File: config.mk
export PLATFORM = sky130hd
export DESIGN_NAME = version_store
export DESIGN_NICKNAME = d
export VERILOG_FILES = /design/src/rtl/version_store.sv
export SDC_FILE = /design/constraint.sdc
export NUM_CORES = 1
export LEC_CHECK = 0
export CAP_MARGIN = 0
export CELL_PAD_IN_SITES_DETAIL_PLACEMENT = 1
export CELL_PAD_IN_SITES_GLOBAL_PLACEMENT = 2
export CORE_MARGIN = 1.5
export CORE_UTILIZATION = 27
export CTS_BUF_LIST = sky130_fd_sc_hd__clkbuf_4
export CTS_CLUSTER_SIZE = 10
export DETAILED_ROUTE_END_ITERATION = 16
export PLACE_DENSITY = 0.88
export SYNTH_ARGS = -nofsm -noshare
export SYNTH_HDL_FRONTEND = slang
export SYNTH_SLANG_ARGS = --single-unit
File: constraint.sdc
create_clock -name clk -period 1.9 [get_ports clk]
set_input_delay 0.38 -clock clk [delete_from_list [all_inputs] [get_ports clk]]
set_output_delay 0.38 -clock clk [all_outputs]
set_load 0.02 [all_outputs]
File: src/rtl/version_store.sv
// -----------------------------------------------------------------------------
// version_store
//
// Multi-version write-once buffer. Each accepted write receives the next
// version number (1, 2, 3, ...) and is stored in slot (version-1). All slots
// are presented in parallel as flattened version and data buses. The
// currentVersion output is the latest assigned version (0 = none). A reader
// asks for the newest entry with readVersion = currentVersion + 1.
// A clear pulse retires every version and restarts numbering at 1.
//
// Parameters:
//   DATA_WIDTH    width of one data entry
//   VERSION_WIDTH width of one version tag (needs VERSION_NUM <= 2^VERSION_WIDTH-1)
//   VERSION_NUM   number of slots (maximum live versions)
//
// Ports:
//   clk             clock, rising edge
//   rst             synchronous active-high reset, highest priority
//   wrValid         write request
//   wrReady         store can accept a write this cycle (combinational)
//   wrData          data for the write
//   clear           single-cycle pulse retiring all versions
//   versions        slot k tag at [k*VERSION_WIDTH +: VERSION_WIDTH], 0 = empty
//   dataInputs      slot k data at [k*DATA_WIDTH +: DATA_WIDTH]
//   currentVersion  latest assigned version, 0 = none
//   full            all slots written (registered, high exactly in FULL)
//   wrVersion       version the next accepted write receives (currentVersion+1)
//
// Optional feature, enabled by defining VERSION_STORE_DROP_STATS_EN:
//   dropCount  [15:0] saturating count of cycles with wrValid=1 and wrReady=0
//   overflow   [0:0]  sticky flag, set when wrValid=1 while FULL
//   Both are cleared by rst only; clear leaves them untouched.
// -----------------------------------------------------------------------------
module version_store #(
    parameter int DATA_WIDTH    = 32,
    parameter int VERSION_WIDTH = 4,
    parameter int VERSION_NUM   = 4
) (
    input  logic                                 clk,
    input  logic                                 rst,
    input  logic                                 wrValid,
    output logic                                 wrReady,
    input  logic [DATA_WIDTH-1:0]                wrData,
    input  logic                                 clear,
    output logic [VERSION_WIDTH*VERSION_NUM-1:0] versions,
    output logic [DATA_WIDTH*VERSION_NUM-1:0]    dataInputs,
    output logic [VERSION_WIDTH-1:0]             currentVersion,
    output logic                                 full,
    output logic [VERSION_WIDTH-1:0]             wrVersion
`ifdef VERSION_STORE_DROP_STATS_EN
    ,
    output logic [15:0]                          dropCount,
    output logic [0:0]                           overflow
`endif
);

    typedef enum logic [1:0] {
        ST_EMPTY   = 2'd0,
        ST_FILLING = 2'd1,
        ST_FULL    = 2'd2,
        ST_CLEAR   = 2'd3
    } state_t;

    state_t                   state_reg;
    logic [VERSION_WIDTH-1:0] current_version_reg;
    logic                     full_reg;
    logic                     accept;
    logic [VERSION_WIDTH-1:0] next_version;

    // Writes are only taken while slots remain and no clear is in progress
    // or being requested; clear always wins over a simultaneous write.
    assign wrReady = ((state_reg == ST_EMPTY) || (state_reg == ST_FILLING)) && !clear;
    assign accept  = wrValid && wrReady;

    // Wraps at VERSION_WIDTH bits; while FULL it reads VERSION_NUM+1 and is
    // informational only, because no write can be accepted in that state.
    assign next_version = current_version_reg + VERSION_WIDTH'(1);

    assign wrVersion      = next_version;
    assign currentVersion = current_version_reg;
    assign full           = full_reg;

    // -------------------------------------------------------------------------
    // Control FSM with registered currentVersion and full
    // -------------------------------------------------------------------------
    always_ff @(posedge clk) begin
        if (rst) begin
            state_reg           <= ST_EMPTY;
            current_version_reg <= '0;
            full_reg            <= 1'b0;
        end else if (clear) begin
            // Also covers clear while already in CLEAR: stay one more cycle.
            state_reg           <= ST_CLEAR;
            current_version_reg <= '0;
            full_reg            <= 1'b0;
        end else begin
            case (state_reg)
                ST_EMPTY, ST_FILLING: begin
                    if (accept) begin
                        current_version_reg <= next_version;
                        if (next_version == VERSION_WIDTH'(VERSION_NUM)) begin
                            state_reg <= ST_FULL;
                            full_reg  <= 1'b1;
                        end else begin
                            state_reg <= ST_FILLING;
                        end
                    end
                end
                ST_FULL: begin
                    // Held until clear or reset; writes are refused here.
                    state_reg <= ST_FULL;
                end
                ST_CLEAR: begin
                    state_reg <= ST_EMPTY;
                end
                default: begin
                    state_reg <= ST_EMPTY;
                end
            endcase
        end
    end

    // -------------------------------------------------------------------------
    // Slot storage. Every slot is visible on the output buses at once, so the
    // slots are plain registers rather than a memory array. A slot is written
    // exactly once: when the accepted write's version equals its index + 1.
    // -------------------------------------------------------------------------
    generate
        for (genvar gi = 0; gi < VERSION_NUM; gi++) begin : g_slot
            logic [VERSION_WIDTH-1:0] tag_reg;
            logic [DATA_WIDTH-1:0]    data_reg;
            logic                     slot_write;

            // currentVersion == gi means the incoming version is gi+1.
            assign slot_write = accept && (current_version_reg == VERSION_WIDTH'(gi));

            always_ff @(posedge clk) begin
                if (rst || clear) begin
                    tag_reg  <= '0;
                    data_reg <= '0;
                end else if (slot_write) begin
                    tag_reg  <= VERSION_WIDTH'(gi + 1);
                    data_reg <= wrData;
                end
            end

            assign versions[gi*VERSION_WIDTH +: VERSION_WIDTH] = tag_reg;
            assign dataInputs[gi*DATA_WIDTH +: DATA_WIDTH]     = data_reg;
        end
    endgenerate

`ifdef VERSION_STORE_DROP_STATS_EN
    // -------------------------------------------------------------------------
    // Drop statistics; survive clear, reset only by rst.
    // -------------------------------------------------------------------------
    logic [15:0] drop_count_reg;
    logic        overflow_reg;

    always_ff @(posedge clk) begin
        if (rst) begin
            drop_count_reg <= '0;
            overflow_reg   <= 1'b0;
        end else begin
            if (wrValid && !wrReady && (drop_count_reg != 16'hFFFF)) begin
                drop_count_reg <= drop_count_reg + 16'd1;
            end
            if (wrValid && (state_reg == ST_FULL)) begin
                overflow_reg <= 1'b1;
            end
        end
    end

    assign dropCount = drop_count_reg;
    assign overflow  = overflow_reg;
`endif

endmodule

==> impl_table.tex <==
\begin{tabular}{lr}
\hline
Metric & Value \\
\hline
\multicolumn{2}{l}{\textbf{Global routing}} \\
\quad Congestion Overflow GR & 0 \\
\quad GRT Overall Usage & 16.9\% \\
\quad Number of antenna violations at the first check in global routing & 0 \\
\quad Via count of the first global-routing pass & 5132 \\
\quad Largest net degree at the start of global routing & 33 \\
\quad Global-route wire length before repair & 28300 um \\
\multicolumn{2}{l}{\textbf{Worst setup path}} \\
\quad Critical Setup Path Class & reg2out \\
\quad Worst Path Required & 1.52 ns \\
\quad Worst stage delay on the critical path & 0.42 ns \\
\quad Register-to-Register Path Depth & 6 \\
\quad Worst Path Arrival & 1.43 ns \\
\quad Reg-to-reg startpoint & currentVersion[2] \\
\quad Worst-path cell with the longest stage delay & dfxtp\_4 \\
\quad Worst r2r dst & g\_slot[0].data\_reg[4] \\
\quad Buffers and inverters on the worst path & 2 \\
\quad CP Launch Type & flip-flop \\
\quad Crit. End Element & primary output \\
\quad Cell family with the largest share of critical-path delay & flip-flops \\
\quad Crit path max fanout & 6 \\
\quad Cells along the critical path & buf\_6, nand3\_4, xnor2\_2, buf\_4 \\
\quad Worst reg2reg setup slack & 0.31 ns \\
\multicolumn{2}{l}{\textbf{Die}} \\
\quad Starting density of the core & 27.7\% \\
\quad Die Span X & 147 um \\
\quad Ports & 190 \\
\quad FP Rows & 52 \\
\quad Full die area & 0.0217 mm\^{}2 \\
\quad Floorplan die height & 147 um \\
\quad Core area & 0.0204 mm\^{}2 \\
\multicolumn{2}{l}{\textbf{Logic synthesis}} \\
\quad Number of instances in the synthesized netlist & 643 \\
\quad Proportion of synthesized flip-flops having asynchronous set or reset & 0\% \\
\quad Combinational family with the most area after synthesis & simple AND/OR/NAND/NOR gates \\
\quad Simple-gate portion of the synthesized area & 21.3\% \\
\quad Area fraction in compound gates after synthesis & 19.9\% \\
\quad Seq/Total Area, Yosys & 49.4\% \\
\quad Yosys warnings & 0 \\
\quad Synth Register Bits & 139 \\
\quad Post-synth EDFFs & 0 \\
\quad Fraction of synthesized area in multiplexers & 0\% \\
\quad Xor and xnor fraction of the mapped netlist area & 0.622\% \\
\quad Area of the mapped netlist & 0.00563 mm\^{}2 \\
\quad Share of synthesized cell area in full adder, half adder and majority cells & 1.11\% \\
\quad Most used DFF post-synth & dfxtp\_1 \\
\quad Average instance area after synthesis & 8.76 um\^{}2 \\
\quad Count of unique library cells instantiated by Yosys & 33 \\
\multicolumn{2}{l}{\textbf{Pwr}} \\
\quad Combinational Power Share & 8.8\% \\
\quad Internal power & 3.74 mW \\
\quad Static leakage & 3.24 nW \\
\quad Share of total power in sequential cells & 57.2\% \\
\quad Part of the total power dissipated in the clock network & 34.0\% \\
\quad Power per cell area & 634 mW/mm\^{}2 \\
\quad Worst vdd rail ir drop & 0.342 mV \\
\quad Switch share & 27.4\% \\
\quad Psw & 1.41 mW \\
\multicolumn{2}{l}{\textbf{STA}} \\
\quad Time the final worst path needs with I/O delays and setup & 1.81 ns \\
\quad Setup repair after global routing missed its margin & yes \\
\quad Post-route clock skew & 0.0274 ns \\
\quad Maximum clock frequency & 0.553 GHz \\
\quad Number of endpoints with negative hold slack in the final report & 0 \\
\quad PnR worst setup slack & 0.0928 ns \\
\quad Worst hold margin & 0.454 ns \\
\quad Period utilization & 95.1\% \\
\quad Final setup fails & 0 \\
\quad Final Max Tran Viols & 0 \\
\multicolumn{2}{l}{\textbf{Drt}} \\
\quad Routed WL per cell & 15.9 um \\
\quad Number of DRC markers after the initial detailed-route iteration & 127 \\
\quad Number of iterations in the first detailed-routing pass & 4 \\
\quad Via total after detailed routing & 4950 \\
\quad Residual DRC count & 0 \\
\quad Number of nets with antenna violations after routing & 0 \\
\quad Via density & 4.43 \\
\quad Routed wire length & 17800 um \\
\multicolumn{2}{l}{\textbf{Hold path}} \\
\quad Worst Hold Depth & 2 \\
\quad End point of the worst hold path & g\_slot[3].data\_reg[31] \\
\quad Min-delay worst type & reg2reg \\
\quad Startpoint of the tightest hold check path & g\_slot[3].data\_reg[31] \\
\multicolumn{2}{l}{\textbf{Finish}} \\
\quad Filler cells & 2445 \\
\quad Reg area & 0.00280 mm\^{}2 \\
\quad Area of combinational cells with multiple inputs & 0.00255 mm\^{}2 \\
\quad Final net count & 877 \\
\quad Synthesis-to-layout area growth & 44.1\% \\
\quad Share of the core filled with cells in the final layout & 39.9\% \\
\quad Flip-flop count of the largest register, all copies and words added & 128 \\
\quad Final standard cell count with taps included and fillers excluded & 1118 \\
\quad Ratio of cells with drive above 1 in the final layout & 26.1\% \\
\quad Antenna fix cells & 0 \\
\multicolumn{2}{l}{\textbf{Clock network}} \\
\quad TritonCTS clock tree & yes \\
\quad Depth of the CTS H-tree & 4 \\
\quad Reg clk slew, reported paths & 0.12 ns \\
\quad Number of sinks handled by clock tree synthesis & 139 \\
\quad Clock network latency to the later pin of the worst-skew pair & 0.53 ns \\
\quad Hold-fix buffer count after cts & 0 \\
\quad Buffer type at the clock tree root & clkbuf\_4 \\
\quad Num CTS Buffers & 17 \\
\quad Worst-case clock buffer depth & 2 \\
\multicolumn{2}{l}{\textbf{Placement}} \\
\quad Number of placed instances with taps included & 1083 \\
\quad Total of buffers placed on input and output ports & 178 \\
\quad Final weighted congestion in routability-driven placement & 0.732 \\
\quad Post-DP HPWL & 12500 um \\
\quad Minimum setup slack after placement & -0.0894 ns \\
\multicolumn{2}{l}{\textbf{Flow run}} \\
\quad Max cap viols & 0 \\
\multicolumn{2}{l}{\textbf{Status}} \\
\quad Outcome & completed \\
\hline
\end{tabular}
[power groups by stage]
stage / sequential, mW / clock, mW / combinational [mW]
global route: 2.95 / 1.97 / 0.489
finish: 2.94 / 1.75 / 0.456
CTS: 2.95 / 1.84 / 0.457
detailed placement: 3.01 / 0 / 0.469
floorplan: 3.03 / 0 / 0.210
global placement: 3.01 / 0 / 0.469
[tightest hold or removal path, cell delays in order (launching register included)]
cell     delay [ns]
dfxtp_1        0.32
nand2_1        0.05
a21oi_1        0.05
[Yosys cell counts (all sizes together), types with 2 or more instances]
library cell	n	area [um^2]
nor2	17	63.8
a21oi	129	1080
buf	47	383
nor3	3	26.3
and3	4	25.0
inv	4	15.0
nand3	6	30.0
xnor2	3	26.3
o21ai	2	10.0
dfxtp	139	2780
ha	5	62.6
nand2	263	1000
nand2b	2	12.5
clkbuf	8	30.0
[through the flow]
step,setup TNS (ns),total power [mW],instance area [um^2]
final,0,5.15,8120
after global routing,-0.0432,5.41,8120
after CTS,-0.0666,5.24,8030
after detailed placement,-6.79,3.48,7950
after global placement,-4.90,3.48,7950
after floorplan,0,3.24,5670
[per-layer routing]
metal | part of all wire, % | routed length [um] | vias to the layer above | global-route usage, %
li1 | - | - | 2427 | -
met1 | 46 | 8120 | 2380 | 21.0
met2 | 47 | 8400 | 133 | 27.9
met3 | 6.5 | 1150 | 10 | 6.02
met4 | 0.78 | 139 | 0 | 3.95
met5 | 0 | 0 | - | 0
[worst max path at each step]
stage                       from                      to  slack, ns  depth (start not counted)
2_1_floorplan  currentVersion[0]  g_slot[0].data_reg[15]       0.20                          6
3_3_place_gp               clear  g_slot[2].data_reg[10]      -0.06                          8
3_5_place_dp               clear   g_slot[2].data_reg[5]      -0.09                          8
4_1_cts        currentVersion[0]            wrVersion[1]      -0.05                          3
5_1_grt        currentVersion[0]            wrVersion[3]      -0.03                          4
6_report       currentVersion[0]            wrVersion[3]       0.09                          4
[layout by cell type (no fill, tap or decap), types with 2 or more instances in the layout]
cell type and count:
dfxtp_2 2, buf_4 19, xnor2_1 2, ha_1 3
buf_12 21, nand3_2 4, a21oi_2 116, nand2_2 7
conb_1 11, a21oi_1 13, nand2_1 256, clkinv_1 3
dfxtp_4 3, clkinvlp_4 2, clkinv_4 3, nor2_1 17
nor3_1 2, dfxtp_1 134, buf_6 4, and3_2 4
clkinv_2 5, nand2b_4 2, clkbuf_4 17, inv_2 2
inv_1 2, ha_4 2, dlygate4sd2_1 138, clkdlybuf4s50_1 35
[final cells by class]
cell class	count	share of cell area (%)
sequential	139	34.4
clock inverter	14	1.33
clock buffer	17	1.57
timing repair buffer	219	26.9
inverter	4	0.185
tap	270	4.16
multi-input combinational	455	31.4
[cell families after synthesis]
logic type | Yosys count
other | 1
XOR/XNOR | 4
adder cells (fa/ha/maj) | 5
buffers and inverters | 59
AO/OA/AOI/OAI | 135
flip-flops | 139
AND/OR/NAND/NOR | 300
[what timing repair did]
item / CTS / global route
setup endpoints to repair: 143 / 6
buffers inserted: 1 / 3
resized for setup: 165 / 17
pin swaps: 0 / 2
Power figures use the tool's default switching activity.
